==> src/rtl/pixel_feeder.sv <==
// ----------------------------------------------------------------------------
// pixel_feeder
//   Source end of the upscaler pixel stream. Reads an IMG_W x IMG_H RGB888
//   frame from a synchronous frame memory (1-cycle read latency) and presents
//   each pixel on pixel_out with pixel_valid held for REPEAT consecutive
//   cycles, one cycle per horizontal phase. LINE_GAP idle cycles follow every
//   line. Within a line the next pixel is prefetched so that pixels follow
//   each other without a bubble.
//
//   Optional feature: define PIXEL_FEEDER_ABORT_EN to add the abort input,
//   which returns the FSM to IDLE from any active state without a done pulse.
//
// Ports
//   clk          in   1       clock
//   rst_n        in   1       asynchronous reset, active low
//   start        in   1       frame start request, sampled only in IDLE
//   abort        in   1       (PIXEL_FEEDER_ABORT_EN only) cancel current frame
//   mem_rd       out  1       memory read strobe
//   mem_addr     out  ADDR_W  row-major read address
//   mem_rdata    in   24      read data, valid the cycle after mem_rd
//   pixel_out    out  24      {R,G,B} pixel to upscaler
//   pixel_valid  out  1       pixel_out valid
//   sol          out  1       valid pixel is x==0
//   eol          out  1       valid pixel is x==IMG_W-1
//   busy         out  1       frame in progress (FETCH through DONE)
//   done         out  1       one-cycle pulse after the final valid cycle
// ----------------------------------------------------------------------------
module pixel_feeder #(
    parameter int IMG_W    = 384,
    parameter int IMG_H    = 216,
    parameter int REPEAT   = 3,
    parameter int LINE_GAP = 2,
    parameter int ADDR_W   = 17
) (
    input  logic              clk,
    input  logic              rst_n,
    input  logic              start,
`ifdef PIXEL_FEEDER_ABORT_EN
    input  logic              abort,
`endif
    output logic              mem_rd,
    output logic [ADDR_W-1:0] mem_addr,
    input  logic [23:0]       mem_rdata,
    output logic [23:0]       pixel_out,
    output logic              pixel_valid,
    output logic              sol,
    output logic              eol,
    output logic              busy,
    output logic              done
);

    localparam int XW   = (IMG_W > 1) ? $clog2(IMG_W) : 1;
    localparam int YW   = (IMG_H > 1) ? $clog2(IMG_H) : 1;
    localparam int RMAX = (REPEAT > LINE_GAP) ? REPEAT : LINE_GAP;
    localparam int RW   = $clog2(RMAX + 1);

    localparam logic [XW-1:0] X_LAST   = XW'(IMG_W - 1);
    localparam logic [YW-1:0] Y_LAST   = YW'(IMG_H - 1);
    localparam logic [RW-1:0] REP_PRE  = RW'(REPEAT - 2);
    localparam logic [RW-1:0] REP_LAST = RW'(REPEAT - 1);
    localparam logic [RW-1:0] GAP_LAST = RW'(LINE_GAP - 1);

    typedef enum logic [2:0] {
        S_IDLE,
        S_FETCH,
        S_WAIT,
        S_STREAM,
        S_GAP,
        S_DONE
    } state_t;

    state_t              r_state;
    state_t              w_next;
    logic [XW-1:0]       r_x;
    logic [YW-1:0]       r_y;
    // Shared between phase counting in STREAM and idle counting in GAP.
    logic [RW-1:0]       r_rep;
    logic [ADDR_W-1:0]   r_addr;
    logic [23:0]         r_pixel;

    logic                w_abort;
    logic                w_prefetch;
    logic                w_x_last;
    logic                w_y_last;
    logic                w_rep_last;

`ifdef PIXEL_FEEDER_ABORT_EN
    assign w_abort = abort && (r_state != S_IDLE);
`else
    assign w_abort = 1'b0;
`endif

    assign w_x_last   = (r_x == X_LAST);
    assign w_y_last   = (r_y == Y_LAST);
    assign w_rep_last = (r_rep == REP_LAST);

    // ---------------- FSM state register ----------------
    always_ff @(posedge clk or negedge rst_n) begin
        if (!rst_n) begin
            r_state <= S_IDLE;
        end else begin
            r_state <= w_next;
        end
    end

    // ---------------- FSM next state / outputs ----------------
    always_comb begin
        w_next      = r_state;
        mem_rd      = 1'b0;
        w_prefetch  = 1'b0;
        pixel_valid = 1'b0;
        busy        = 1'b0;
        done        = 1'b0;
        case (r_state)
            S_IDLE: begin
                if (start) w_next = S_FETCH;
            end
            S_FETCH: begin
                busy   = 1'b1;
                mem_rd = 1'b1;
                w_next = S_WAIT;
            end
            S_WAIT: begin
                busy   = 1'b1;
                w_next = S_STREAM;
            end
            S_STREAM: begin
                busy        = 1'b1;
                pixel_valid = 1'b1;
                // Read the next pixel one phase early so its data lands
                // exactly when the current pixel's last phase ends.
                if ((r_rep == REP_PRE) && !w_x_last) begin
                    mem_rd     = 1'b1;
                    w_prefetch = 1'b1;
                end
                if (w_rep_last && w_x_last) begin
                    w_next = w_y_last ? S_DONE : S_GAP;
                end
            end
            S_GAP: begin
                busy = 1'b1;
                if (r_rep == GAP_LAST) w_next = S_FETCH;
            end
            S_DONE: begin
                busy   = 1'b1;
                done   = 1'b1;
                w_next = S_IDLE;
            end
            default: w_next = S_IDLE;
        endcase
        // Abort wins over every transition and silences the cycle it arrives in.
        if (w_abort) begin
            w_next      = S_IDLE;
            mem_rd      = 1'b0;
            w_prefetch  = 1'b0;
            pixel_valid = 1'b0;
            busy        = 1'b0;
            done        = 1'b0;
        end
    end

    assign mem_addr  = r_addr + ADDR_W'(w_prefetch);
    assign pixel_out = r_pixel;
    assign sol       = pixel_valid && (r_x == '0);
    assign eol       = pixel_valid && w_x_last;

    // ---------------- Counters and pixel register ----------------
    always_ff @(posedge clk or negedge rst_n) begin
        if (!rst_n) begin
            r_x     <= '0;
            r_y     <= '0;
            r_rep   <= '0;
            r_addr  <= '0;
            r_pixel <= '0;
        end else if (!w_abort) begin
            case (r_state)
                S_IDLE: begin
                    if (start) begin
                        r_x    <= '0;
                        r_y    <= '0;
                        r_rep  <= '0;
                        r_addr <= '0;
                    end
                end
                S_WAIT: begin
                    r_pixel <= mem_rdata;
                    r_rep   <= '0;
                end
                S_STREAM: begin
                    if (w_rep_last) begin
                        // rep returns to 0 so GAP starts counting from zero.
                        r_rep <= '0;
                        if (!w_x_last) begin
                            r_pixel <= mem_rdata;
                            r_x     <= r_x + XW'(1);
                            r_addr  <= r_addr + ADDR_W'(1);
                        end else if (!w_y_last) begin
                            r_x    <= '0;
                            r_y    <= r_y + YW'(1);
                            r_addr <= r_addr + ADDR_W'(1);
                        end
                    end else begin
                        r_rep <= r_rep + RW'(1);
                    end
                end
                S_GAP: begin
                    r_rep <= r_rep + RW'(1);
                end
                default: begin
                end
            endcase
        end
    end

endmodule

==> config.mk <==
export PLATFORM = sky130hd
export DESIGN_NAME = pixel_feeder
export DESIGN_NICKNAME = d
export VERILOG_FILES = /design/src/rtl/pixel_feeder.sv
export SDC_FILE = /design/constraint.sdc
export NUM_CORES = 1
export LEC_CHECK = 0
export ABC_AREA = 1
export CAP_MARGIN = 0
export CELL_PAD_IN_SITES_DETAIL_PLACEMENT = 0
export CELL_PAD_IN_SITES_GLOBAL_PLACEMENT = 1
export CORE_UTILIZATION = 38
export CTS_BUF_LIST = sky130_fd_sc_hd__clkbuf_4 sky130_fd_sc_hd__clkbuf_8 sky130_fd_sc_hd__clkbuf_16
export DETAILED_ROUTE_END_ITERATION = 12
export GPL_TIMING_DRIVEN = 0
export PLACE_DENSITY = 0.83
export SYNTH_ARGS = -nofsm -noshare
export SYNTH_HDL_FRONTEND = slang
export SYNTH_SLANG_ARGS = --single-unit
==> constraint.sdc <==
create_clock -name clk -period 3.4 [get_ports clk]
set_clock_uncertainty 0.15 [all_clocks]
set_input_delay 0.51 -clock clk [delete_from_list [all_inputs] [get_ports clk]]
set_output_delay 0.51 -clock clk [all_outputs]
set_load 0.05 [all_outputs]
==> flow_summary.html <==
<table>
<tr><th>Metric</th><th>Value</th></tr>
<tr><th colspan="2">Status</th></tr>
<tr><td>Status</td><td>finished clean</td></tr>
<tr><th colspan="2">Route</th></tr>
<tr><td>Routed wire length</td><td>9.39 mm</td></tr>
<tr><td>DR WL/cell</td><td>~13 um</td></tr>
<tr><td>Number of nets still failing antenna checks after routing</td><td>0</td></tr>
<tr><td>Drt drc</td><td>0</td></tr>
<tr><td>DR vias</td><td>around 3,500</td></tr>
<tr><td>First DRT Iteration DRCs</td><td>167</td></tr>
<tr><td>Detailed Routing Iterations Pass 1</td><td>5</td></tr>
<tr><td>Drt via density</td><td>approximately 4.8</td></tr>
<tr><th colspan="2">Yosys</th></tr>
<tr><td>Total of flip-flops plus latches after synthesis</td><td>between 60 and 70</td></tr>
<tr><td>Mapped Cells</td><td>slightly above 500</td></tr>
<tr><td>Adder-cell share of the synthesized area</td><td>under 10%</td></tr>
<tr><td>Mux contribution to synthesized area</td><td>0%</td></tr>
<tr><td>Simple-gate portion of the synthesized area</td><td>between 30% and 40%</td></tr>
<tr><td>Mapped cell area</td><td>~3800 sq um</td></tr>
<tr><td>Xor/xnor share of the synthesized area</td><td>around 5.6%</td></tr>
<tr><td>Register area share after synthesis</td><td>42.0%</td></tr>
<tr><td>Post-Syn Area per Cell</td><td>7.43 sq um</td></tr>
<tr><td>Number of distinct standard cells referenced by the synthesized netlist</td><td>27</td></tr>
<tr><td>Synth Area in Compound Gates</td><td>under 10%</td></tr>
<tr><td>Main combinational cell family by area after synthesis</td><td>simple AND/OR/NAND/NOR gates</td></tr>
<tr><td>Warnings, synthesis</td><td>0</td></tr>
<tr><td>Synthesized net count</td><td>between 500 and 600</td></tr>
<tr><th colspan="2">Clocking</th></tr>
<tr><td>Total number of clock tree sinks</td><td>63</td></tr>
<tr><td>Maximum clock path buffer count</td><td>2</td></tr>
<tr><td>CTS clock-pin slew for the worst setup and hold paths</td><td>about 0.080 ns</td></tr>
<tr><td>Number of buffers inserted during clock tree synthesis</td><td>9</td></tr>
<tr><td>Clk Tree Root Cell</td><td>sky130_fd_sc_hd__clkbuf_8</td></tr>
<tr><td>Clock insertion delay at the later pin of the skew report</td><td>approximately 0.35 ns</td></tr>
<tr><td>H-tree depth</td><td>3</td></tr>
<tr><td>Clock tree from TritonCTS</td><td>yes</td></tr>
<tr><th colspan="2">Setup path</th></tr>
<tr><td>Critical Path Sink Type</td><td>primary output</td></tr>
<tr><td>Crit. Startpoint</td><td>r_x[0]</td></tr>
<tr><td>Required time reported for the critical path endpoint</td><td>between 2 and 3 ns</td></tr>
<tr><td>Crit Path Class</td><td>register to primary output</td></tr>
<tr><td>Worst-path fanout max</td><td>3</td></tr>
<tr><td>Setup crit start kind</td><td>register</td></tr>
<tr><td>Crit path DAT</td><td>about 2.6 ns</td></tr>
<tr><td>R2r startpoint</td><td>r_x[0]</td></tr>
<tr><th colspan="2">Global routing</th></tr>
<tr><td>Antenna violations before repair</td><td>0</td></tr>
<tr><td>Largest net degree at the start of global routing</td><td>64</td></tr>
<tr><td>Remaining Overflow, GRT</td><td>0</td></tr>
<tr><td>Total global routing track utilization</td><td>19.7%</td></tr>
<tr><td>First-pass GRT wire length</td><td>roughly 16 mm</td></tr>
<tr><td>Via count of the first global-routing pass</td><td>about 3,400</td></tr>
<tr><th colspan="2">Placement</th></tr>
<tr><td>Cell Area, Placed</td><td>between 4000 and 5000 sq um</td></tr>
<tr><td>Number of port buffers</td><td>73</td></tr>
<tr><td>Worst slack after detailed placement</td><td>-0.593 ns</td></tr>
<tr><td>Number of placed cells counting well taps</td><td>between 700 and 800</td></tr>
<tr><td>GP Congestion</td><td>~0.78</td></tr>
<tr><td>Half-perimeter wire length after placement</td><td>approximately 6.7 mm</td></tr>
<tr><th colspan="2">Worst hold path</th></tr>
<tr><td>HP Class</td><td>input port to async pin</td></tr>
<tr><th colspan="2">STA</th></tr>
<tr><td>Worst slew pin tran</td><td>about 0.83 ns</td></tr>
<tr><td>Final critical-path share of the clock period</td><td>~95%</td></tr>
<tr><td>Setup repair after global routing missed its margin</td><td>no</td></tr>
<tr><td>Top achievable clock speed</td><td>0.309 GHz</td></tr>
<tr><td>Least setup slack across all paths after layout</td><td>0.164 ns</td></tr>
<tr><td>Number of slew-limit violations in the final report</td><td>0</td></tr>
<tr><td>Final setup violation count</td><td>0</td></tr>
<tr><td>Post-layout min period</td><td>approximately 3.2 ns</td></tr>
<tr><td>Slew margin rel.</td><td>about 44%</td></tr>
<tr><td>Hold slack</td><td>between 0.1 and 0.15 ns</td></tr>
<tr><td>Number of hold-slack violations in the final timing report</td><td>0</td></tr>
<tr><th colspan="2">Power</th></tr>
<tr><td>Pwr Density</td><td>~770 nW/um^2</td></tr>
<tr><td>Combinational power share</td><td>54.6%</td></tr>
<tr><td>Portion of total power attributed to sequential cells</td><td>between 20% and 30%</td></tr>
<tr><td>Leakage</td><td>2.30 nW</td></tr>
<tr><td>Pint</td><td>roughly 1.9 mW</td></tr>
<tr><td>Peak supply drop</td><td>about 0.00048 V</td></tr>
<tr><td>Switching share of power</td><td>approximately 49%</td></tr>
<tr><td>Clock share of power</td><td>between 15 and 20%</td></tr>
<tr><td>Switch Pwr</td><td>1.85 mW</td></tr>
<tr><th colspan="2">Cells and area</th></tr>
<tr><td>Share of cells above drive strength 1</td><td>12.0%</td></tr>
<tr><td>Signed area change from the synthesized netlist to the final layout</td><td>31.6%</td></tr>
<tr><td>Number of nets in the final layout</td><td>632</td></tr>
<tr><td>Number of inserted diodes</td><td>0</td></tr>
<tr><td>Final cell count without fillers</td><td>729</td></tr>
<tr><td>Finished layout cell area</td><td>4940 sq um</td></tr>
<tr><th colspan="2">Floorplan</th></tr>
<tr><td>Io pins</td><td>74</td></tr>
<tr><td>Starting utilization of the core area</td><td>39.8%</td></tr>
<tr><td>Placeable core region</td><td>9420 sq um</td></tr>
<tr><td>Die Area</td><td>a little over 10,000 sq um</td></tr>
<tr><td>Number of rows created at floorplan</td><td>35</td></tr>
<tr><td>Height of the chip</td><td>101 um</td></tr>
<tr><td>Die span in x</td><td>slightly above 100 um</td></tr>
<tr><th colspan="2">Flow run</th></tr>
<tr><td>Number of violations of the max-capacitance limit</td><td>0</td></tr>
</table>
==> final timing paths <==
check                               endpoint  depth (start not counted)  slack, ns
min in group clk                pixel_out[2]                          2       0.36
worst min-delay path               r_addr[8]                          1       0.11
worst max register to register    r_addr[10]                          8       1.42
worst min register to register  pixel_out[2]                          2       0.36
max in group asynchronous       pixel_out[5]                          1       2.44
worst max-delay path             mem_addr[6]                         11       0.16
==> flip-flops by register name, indices dropped and copies added (netlist names) <==
name	flops
r_y	8
r_rep	2
r_x	9
r_addr	17
r_state	3
pixel_out	24
==> logic make-up (layout without fill, tap and decap cells) <==
logic type / after synthesis / in the layout
buffers and inverters: 63 / 158
AOI/OAI and AO/OA: 39 / 39
and+or+nand+nor: 306 / 306
adders and majority gates: 10 / 10
xor gates and xnor gates: 24 / 24
DFF: 63 / 63
==> power by group through the flow <==
stage,clock network (mW),registers (mW),logic [mW]
3_5_place_dp,0,1.07,2.06
2_1_floorplan,0,1.54,0.910
5_1_grt,0.719,1.09,2.25
3_3_place_gp,0,1.07,2.04
6_report,0.666,1.06,2.08
4_1_cts,0.681,1.06,2.07
==> placed cells by master (no fill, tap or decap), drive strengths merged <==
cell	count
nand2	165
nand3	72
dfrtp	63
clkdlybuf4s50	55
nor2	49
inv	46
o21ai	35
buf	26
xor2	22
nand4	14
clkbuf	14
ha	10
dlygate4sd2	5
clkdlybuf4s15	5
nor3	3
o21bai	3
clkinv	3
xnor2	2
or2	2
clkinvlp	2
nand3b	1
o211ai	1
bufinv	1
dlymetal6s2s	1
==> cell type report <==
cell class,count,area (sq um)
flip-flops and latches,63,1580
fillers,952,4480
multi-input cells,379,1960
clock inverters,6,60.1
clock buffers,10,138
inverters,46,175
well taps,129,161
plain buffers,17,110
repair buffers,79,756
==> worst max-delay path: stages, from the launching register on <==
cell and delay, ns:
sky130_fd_sc_hd__dfrtp_1 0.38, sky130_fd_sc_hd__ha_2 0.22, sky130_fd_sc_hd__nand3_2 0.13, sky130_fd_sc_hd__inv_4 0.10, sky130_fd_sc_hd__nand3_4 0.08, sky130_fd_sc_hd__nand2_4 0.11
sky130_fd_sc_hd__nor2_4 0.06, sky130_fd_sc_hd__ha_4 0.17, sky130_fd_sc_hd__ha_1 0.22, sky130_fd_sc_hd__nand2_1 0.09, sky130_fd_sc_hd__xor2_1 0.14, sky130_fd_sc_hd__dlygate4sd2_1 0.54
==> Yosys cell counts (all sizes together) <==
library cell,instances,share of area (%)
nand2,165,17
nand3,72,11
dfrtp,63,42
nor2,49,5.0
inv,45,4.5
o21ai,35,5.0
xor2,22,5.1
nand4,14,2.3
buf,13,2.4
ha,10,3.3
clkbuf,4,0.40
nor3,3,0.40
o21bai,3,0.60
or2,2,0.33
xnor2,2,0.47
clkinv,1,0.10
nand3b,1,0.20
o211ai,1,0.20
==> timing repair <==
action	in CTS	in global routing
buffers inserted	2	4
resized for setup	62	12
pin swaps	1	2
hold buffers	0	0
setup endpoints to repair	18	16
==> per-layer routing <==
layer / track usage [%] / vias to the layer above / wire length [um]
met5: 0 / - / 0
met4: 6.69 / 0 / 113
met3: 4.21 / 10 / 474
met2: 32.7 / 76 / 4350
met1: 25.4 / 1637 / 4450
li1: - / 1799 / -
==> per-stage QoR <==
step | setup TNS (ns) | util [%] | total power, mW
after global routing | 0 | 52.4 | 4.05
after detailed placement | -5.39 | 49.4 | 3.12
after floorplan | 0 | - | 2.45
after CTS | 0 | 51.7 | 3.81
final | 0 | 52.4 | 3.80
after global placement | -44.99 | 49.4 | 3.11
Note: power is estimated with default switching activity, not from simulation.
